==> src/rtl/mips_iter_divider.sv <==
// Multi-cycle restoring divider for MIPS DIV/DIVU. One quotient bit per clock;
// results go to HI (remainder) and LO (quotient).
// Ports:
//   clk, rst_n          clock and asynchronous active-low reset
//   start, is_signed    request a division (DIV when is_signed=1, DIVU otherwise)
//   dividend, divisor   operands, sampled on the accepting edge
//   cancel              pipeline flush; aborts the operation in progress
//   busy                operation in progress
//   done                one-cycle pulse when results are valid
//   quotient, remainder LO/HI values, held until the next done
//   div_by_zero         divisor was zero; held until the next done
module mips_iter_divider #(
    parameter int unsigned WIDTH = 32
) (
    input  logic             clk,
    input  logic             rst_n,
    input  logic             start,
    input  logic             is_signed,
    input  logic [WIDTH-1:0] dividend,
    input  logic [WIDTH-1:0] divisor,
    input  logic             cancel,
    output logic             busy,
    output logic             done,
    output logic [WIDTH-1:0] quotient,
    output logic [WIDTH-1:0] remainder,
    output logic             div_by_zero
);

    localparam int unsigned CW = (WIDTH > 2) ? $clog2(WIDTH) : 1;

    typedef enum logic [1:0] {
        IDLE = 2'd0,
        RUN  = 2'd1,
        FIX  = 2'd2,
        ZERO = 2'd3
    } state_t;

    state_t           state;
    state_t           state_nxt;
    logic [CW-1:0]    count;
    logic [WIDTH-1:0] r_q;      // partial remainder
    logic [WIDTH-1:0] q_q;      // dividend shifting out, quotient shifting in
    logic [WIDTH-1:0] d_q;      // divisor magnitude
    logic             q_neg;    // negate quotient in FIX
    logic             r_neg;    // negate remainder in FIX

    logic             accept_c;
    logic             divisor_zero_c;
    logic [WIDTH-1:0] dividend_mag_c;
    logic [WIDTH-1:0] divisor_mag_c;
    logic [WIDTH:0]   r_shift_c;
    logic             fits_c;

    // Operand magnitudes and the per-iteration trial subtract.
    // The shifted remainder needs WIDTH+1 bits: for DIVU the divisor may use the MSB.
    always_comb begin
        accept_c       = start && !cancel && (state == IDLE);
        divisor_zero_c = (divisor == '0);
        dividend_mag_c = (is_signed && dividend[WIDTH-1]) ? WIDTH'(-dividend) : dividend;
        divisor_mag_c  = (is_signed && divisor[WIDTH-1])  ? WIDTH'(-divisor)  : divisor;
        r_shift_c      = {r_q, q_q[WIDTH-1]};
        fits_c         = (r_shift_c >= {1'b0, d_q});
    end

    // Next-state logic.
    always_comb begin
        state_nxt = state;
        case (state)
            IDLE: begin
                if (accept_c) begin
                    state_nxt = divisor_zero_c ? ZERO : RUN;
                end
            end
            RUN: begin
                if (cancel) begin
                    state_nxt = IDLE;
                end else if (count == '0) begin
                    state_nxt = FIX;
                end
            end
            FIX:     state_nxt = IDLE;
            ZERO:    state_nxt = IDLE;
            default: state_nxt = IDLE;
        endcase
    end

    // State register.
    always_ff @(posedge clk or negedge rst_n) begin
        if (!rst_n) begin
            state <= IDLE;
        end else begin
            state <= state_nxt;
        end
    end

    // Datapath and registered outputs.
    always_ff @(posedge clk or negedge rst_n) begin
        if (!rst_n) begin
            count       <= '0;
            r_q         <= '0;
            q_q         <= '0;
            d_q         <= '0;
            q_neg       <= 1'b0;
            r_neg       <= 1'b0;
            busy        <= 1'b0;
            done        <= 1'b0;
            quotient    <= '0;
            remainder   <= '0;
            div_by_zero <= 1'b0;
        end else begin
            done <= 1'b0;
            case (state)
                IDLE: begin
                    if (accept_c) begin
                        busy  <= 1'b1;
                        count <= CW'(WIDTH - 1);
                        r_q   <= '0;
                        // A zero divisor keeps the raw dividend for HI.
                        q_q   <= divisor_zero_c ? dividend : dividend_mag_c;
                        d_q   <= divisor_mag_c;
                        q_neg <= is_signed && (dividend[WIDTH-1] ^ divisor[WIDTH-1]);
                        r_neg <= is_signed && dividend[WIDTH-1];
                    end
                end
                RUN: begin
                    if (cancel) begin
                        busy <= 1'b0;
                    end else begin
                        r_q   <= fits_c ? WIDTH'(r_shift_c - {1'b0, d_q}) : r_shift_c[WIDTH-1:0];
                        q_q   <= {q_q[WIDTH-2:0], fits_c};
                        count <= count - 1'b1;
                    end
                end
                FIX: begin
                    busy <= 1'b0;
                    if (!cancel) begin
                        quotient    <= q_neg ? WIDTH'(-q_q) : q_q;
                        remainder   <= r_neg ? WIDTH'(-r_q) : r_q;
                        div_by_zero <= 1'b0;
                        done        <= 1'b1;
                    end
                end
                ZERO: begin
                    busy <= 1'b0;
                    if (!cancel) begin
                        quotient    <= '1;
                        remainder   <= q_q;
                        div_by_zero <= 1'b1;
                        done        <= 1'b1;
                    end
                end
                default: busy <= 1'b0;
            endcase
        end
    end

endmodule
==> config.mk <==
export PLATFORM = sky130hd
export DESIGN_NAME = mips_iter_divider
export DESIGN_NICKNAME = d
export VERILOG_FILES = /design/src/rtl/mips_iter_divider.sv
export SDC_FILE = /design/constraint.sdc
export NUM_CORES = 1
export LEC_CHECK = 0
export BUFFER_PORTS_ARGS = -buffer_cell sky130_fd_sc_hd__buf_2
export CAP_MARGIN = 15
export CORE_ASPECT_RATIO = 1.2
export CORE_UTILIZATION = 50
export DETAILED_ROUTE_END_ITERATION = 6
export PLACE_DENSITY = 0.69
export SYNTH_ARGS = -nofsm -noshare
export SYNTH_HDL_FRONTEND = slang
export SYNTH_SLANG_ARGS = --single-unit
==> constraint.sdc <==
create_clock -name clk -period 9.5 [get_ports clk]
set_clock_uncertainty 0.15 [all_clocks]
set_input_delay 1.9 -clock clk [delete_from_list [all_inputs] [get_ports clk]]
set_output_delay 1.9 -clock clk [all_outputs]
set_load 0.02 [all_outputs]
# --- Yosys cells after proc, flatten, opt, wreduce, memory -nomap -nowiden ---
# Cells that the tools add are included.
word_totals:
  regBits: 172
  output_inout_bits: 67
  wordCells: 80
  in_bits: 69
op_classes:
  order_cmp: 1
  n_bitwise: 1
  mux: 34
  reduce_logical: 17
  add_sub_neg: 6
  n_eq_ne: 9
ops:
  columns: ["cell", "n"]
  rows:
  - ["2-to-1 mux 32 bit", 14]
  - ["case mux 32 bit (2 select lines)", 4]
  - ["negation 32 bit", 4]
  - ["greater-or-equal comparator 33 x 32 -> 1 bit", 1]
  - ["logical NOT 32 bit", 1]
  - ["subtractor 32 bit", 1]
  - ["2-to-1 mux 5 bit", 2]
  - ["inequality test 2 bit, second input constant", 5]
  - ["case mux 5 bit (2 select lines)", 1]
  - ["2-to-1 mux 2 bit", 4]
  - ["2-to-1 mux 1 bit", 6]
  - ["case mux 2 bit (3 select lines)", 1]
  - ["AND reduction 2 bit", 3]
  - ["AND reduction 3 bit", 2]
  - ["logical AND 1 bit", 5]
  - ["logical NOT 5 bit", 1]
  - ["subtractor 5 x 1 -> 5 bit, second input constant", 1]
  - ["equality test 2 bit, second input constant", 2]
  - ["nonzero test 2 bit", 2]
  - ["inequality test 3 bit, second input constant", 1]
  - ["case mux 1 bit (3 select lines)", 1]
  - ["equality test 2 x 1 -> 1 bit, second input constant", 1]
  - ["logical NOT 2 bit", 1]
  - ["case mux 1 bit (2 select lines)", 1]
  - ["other kinds (3)", 3]

# --- Depth between registers and ports, before layout ---
depth:
  ltp_word: 5
  mapped_depth: 13
  mapped_depth_nobuf: 12

# --- Least setup slack after synthesis ---
# OpenSTA, ideal clock, no wires.
synth_timing:
  kind: "in2reg"
  from: "in divisor[4]"
  to: "reg q_q[6]"
  path_slack_ns: 5.280
  n_path_buf: 1
  t_arrival_ns: 3.936
  required_time_ns: 9.217
  stages: 9
  cell_sequence: "or4_1 nor3b_1 and4_1 clkbuf_1 a221oi_1 xnor2_1 nor2_1 a21oi_1 o21ai_0"
synth_between:
  elab_chain_len: 4
synth_rtl:
  columns: ["item", "line_no", "source"]
  rows:
  - ["start: declaration", "20", "input logic [WIDTH-1:0] divisor,"]
  - ["logical NOT 32 bit", "58", "divisor_zero_c = (divisor == '0);"]
  - ["2-to-1 mux 32 bit", "119", "q_q <= divisor_zero_c ? dividend : dividend_mag_c;"]
  - ["2-to-1 mux 32 bit", "114", "if (accept_c) begin"]
  - ["case mux 32 bit (2 select lines)", "112", "case (state)"]
  - ["end signal: assignment", "119", null]
  - ["end signal: assignment", "130", "q_q <= {q_q[WIDTH-2:0], fits_c};"]
  - ["end: declaration", "42", "logic [WIDTH-1:0] q_q;"]
# Every way passes these cells. The select of a mux whose other input is x is not followed.
# A chain may end at the register's enable or synchronous reset.

# --- Worst setup path after layout ---
layout_timing:
  from: "in divisor[24]"
  to: "reg q_q[25]"
# Same word-level chain as after synthesis.

==> flow_metrics.py <==
metrics = {
    "routing": {
        "drt_iter0_drc": 714,
        "viasPerCell": 5.80,
        "ant_nets": 0,
        "wl_per_cell_um": 17.5,
        "firstDrtPassIters": 5,
        "drt_wl_total_um": 32900,
        "route.detailed.drc": 0,
        "num_vias": 10900,
    },
    "critical_path": {
        "end_kind": "flip-flop",
        "rrSetupSlack_ns": 5.23,
        "required_ns": 9.69,
        "r2r_start": "r_q[6]",
        "critPathMaxFanout": 18,
        "critPathLaunch": "divisor[24]",
        "reg2reg_depth": 10,
        "worstSetupEndpoint": "q_q[25]",
        "rr_endpoint": "r_q[0]",
        "worst_setup_path_start_kind": "primary input",
        "arrival_ns": 4.92,
        "critPathKind": "in -> reg",
    },
    "die": {
        "fp.dieH_um": 171,
        "die_area_mm2": 0.0246,
        "dieWidth_um": 143,
        "rows": 61,
        "core-area_mm2": 0.0234,
        "ios": 136,
        "start_util": 0.512,
    },
    "global_routing": {
        "gr-usage-all-layers": 0.273,
        "grt_pass1_vias": 10100,
        "antenna_found_initial": 0,
        "grt_max_degree": 109,
        "grt_overflow": 0,
        "grt_first_pass_wirelength_um": 52500,
    },
    "sta": {
        "tightest_slew_ns": 1.02,
        "report.final.slew_viol_count": 0,
        "final-setup-viol-count": 0,
        "rsz0062_at_grt": "false",
        "max_freq_mhz": 211,
        "period_share": 0.498,
        "slew_headroom": 0.322,
        "final-hold-violation-count": 0,
        "min_period_ns": 4.73,
        "fin_tns_setup_ns": 0,
    },
    "placed_design": {
        "place_congestion": 0.923,
        "dpl.cell_count": 1849,
        "hpwl_um": 24400,
        "io_buffer_count": 135,
    },
    "synthesis": {
        "syn_inst": 1479,
        "synth_warnings": 0,
        "synthesis.area_mm2": 0.0120,
        "synth_edf_count": 0,
        "syn_nets": 1587,
        "synthDistinctLibCells": 67,
        "synth_flop_cell": "dfrtp_1",
        "synth_seq_cells": 172,
        "synthArstFlopShare": 1.00,
        "syn_avg_cell_area_um2": 8.09,
        "seq_area_frac_synth": 0.360,
    },
    "cts": {
        "tritoncts": "done",
        "post-cts-setup-buffer-count": 0,
        "ctsHoldBuffers": 0,
        "insertion_delay_ns": 0.44,
        "htree_levels": 4,
        "cts_buffers": 17,
        "clk_pin_slew_ns": 0.07,
        "cts_root_buffer": "clkbuf_16",
        "clk_path_buf_depth": 2,
        "cts.sinks": 172,
        "cts_resized": 0,
    },
    "cells_and_area": {
        "fill_cells": 2200,
        "layout_common_cells": "nand2_1, dfrtp_1, o21ai_0, buf_2, a21oi_1",
        "multi_input_area_mm2": 0.00710,
        "drive_above_1_share": 0.128,
        "regArea_mm2": 0.00430,
        "utilization": 0.576,
        "final_common_cell": "nand2_1",
        "nets": 1661,
        "area_delta_synth_final_pct": 12.4,
        "final_cells": 1881,
    },
    "power_and_ir_drop": {
        "leakagePower_nw": 6.14,
        "p_per_area_mw_per_mm2": 198,
        "ir_worst_vdd_mv": 0.140,
    },
    "run": {
        "drv_cap": 0,
    },
    "min_path": {
        "hold_class": "reg -> reg",
    },
    "status": {
        "status": "complete, no violations",
    },
}
==> per-layer routing <==
metal,track usage,vias to the layer above,part of all wire
met2,0.469,303,0.49
met3,0.0376,47,0.045
met1,0.348,5128,0.44
met5,0,-,0
li1,-,5432,-
met4,0.104,0,0.024
==> stage by stage <==
step / total power [mW] / instance area, um2 / setup slack (ns) / hold slack, ns
5_1_grt: 2.84 / 13400 / 4.51 / 0.348
4_1_cts: 2.67 / 13400 / 4.85 / 0.331
6_report: 2.66 / 13400 / 4.77 / 0.323
3_5_place_dp: 1.91 / 12800 / 4.41 / 0.315
3_3_place_gp: 1.89 / 12800 / 4.54 / 0.303
2_1_floorplan: 1.64 / 12000 / 5.28 / 0.300
==> worst max-delay path, cell delays in order <==
cell and delay, ns:
buf_2 0.13, or4_1 0.58, nor4_1 0.71, nor2b_1 0.69
a21oi_1 0.15, buf_4 0.24, o31ai_1 0.10, xnor2_1 0.15
mux2i_1 0.09, o21ai_0 0.18
==> worst min path at each step <==
stage                             start             to  slack, ns  cells past startpoint
after floorplan                 d_q[10]        d_q[10]       0.30                      2
after global placement      div_by_zero    div_by_zero       0.30                      2
after detailed placement   remainder[4]   remainder[4]       0.31                      2
after CTS                 remainder[19]  remainder[19]       0.33                      2
after global routing      remainder[11]  remainder[11]       0.35                      2
final                     remainder[19]  remainder[19]       0.32                      2
==> sequential cells by signal (all words and copies together) (netlist names) <==
register,count
d_q,32
div_by_zero,1
q_q,32
state,2
count,5
r_q,32
busy,1
remainder,32
q_neg,1
quotient,32
r_neg,1
done,1
==> final cells by class <==
class	instances	share of cell area
inverters	61	0.0170
flip-flops and latches	172	0.320
diodes	1	0.000186
clock inverters	14	0.0153
repair buffers	149	0.0585
multi-input cells	1152	0.528
well taps	315	0.0293
clock buffers	17	0.0316
==> synthesized netlist by cell type (all sizes together), types with 10 or more instances <==
master | number | share of area
xnor2 | 64 | 0.047
or4 | 17 | 0.012
nor3 | 37 | 0.015
a21o | 15 | 0.0094
or3 | 21 | 0.012
xor2 | 76 | 0.056
clkbuf | 84 | 0.026
o41ai | 14 | 0.012
nor4 | 15 | 0.0078
nand3 | 31 | 0.013
o21ai | 148 | 0.062
inv | 61 | 0.019
and2 | 12 | 0.0063
and3 | 11 | 0.0058
ha | 38 | 0.040
nand2 | 228 | 0.072
nor2b | 11 | 0.0058
a21oi | 97 | 0.041
a221o | 10 | 0.0084
nor2 | 97 | 0.030
mux2i | 17 | 0.014
a31oi | 10 | 0.0052
o31ai | 29 | 0.019
o211ai | 56 | 0.035
a211oi | 14 | 0.0088
buf | 10 | 0.0032
dfrtp | 172 | 0.36
nand4 | 16 | 0.0084
==> kinds of logic after synthesis <==
group | after synthesis | synth area share
AND/OR/NAND/NOR | 522 | 0.204
AO/OA/AOI/OAI | 434 | 0.229
flip-flops | 172 | 0.360
buffers and inverters | 155 | 0.0488
XOR/XNOR | 140 | 0.102
adder cells (fa/ha/maj) | 39 | 0.0414
multiplexers | 17 | 0.0142
==> where the power goes <==
| part | total, mW | internal [mW] | switching [mW] |
|---|---|---|---|
| sequential | 0.987 | 0.838 | 0.149 |
| clock | 0.767 | 0.446 | 0.321 |
| combinational | 0.910 | 0.358 | 0.552 |
| total | 2.66 | 1.64 | 1.02 |
(Power assumes the default switching activity.)
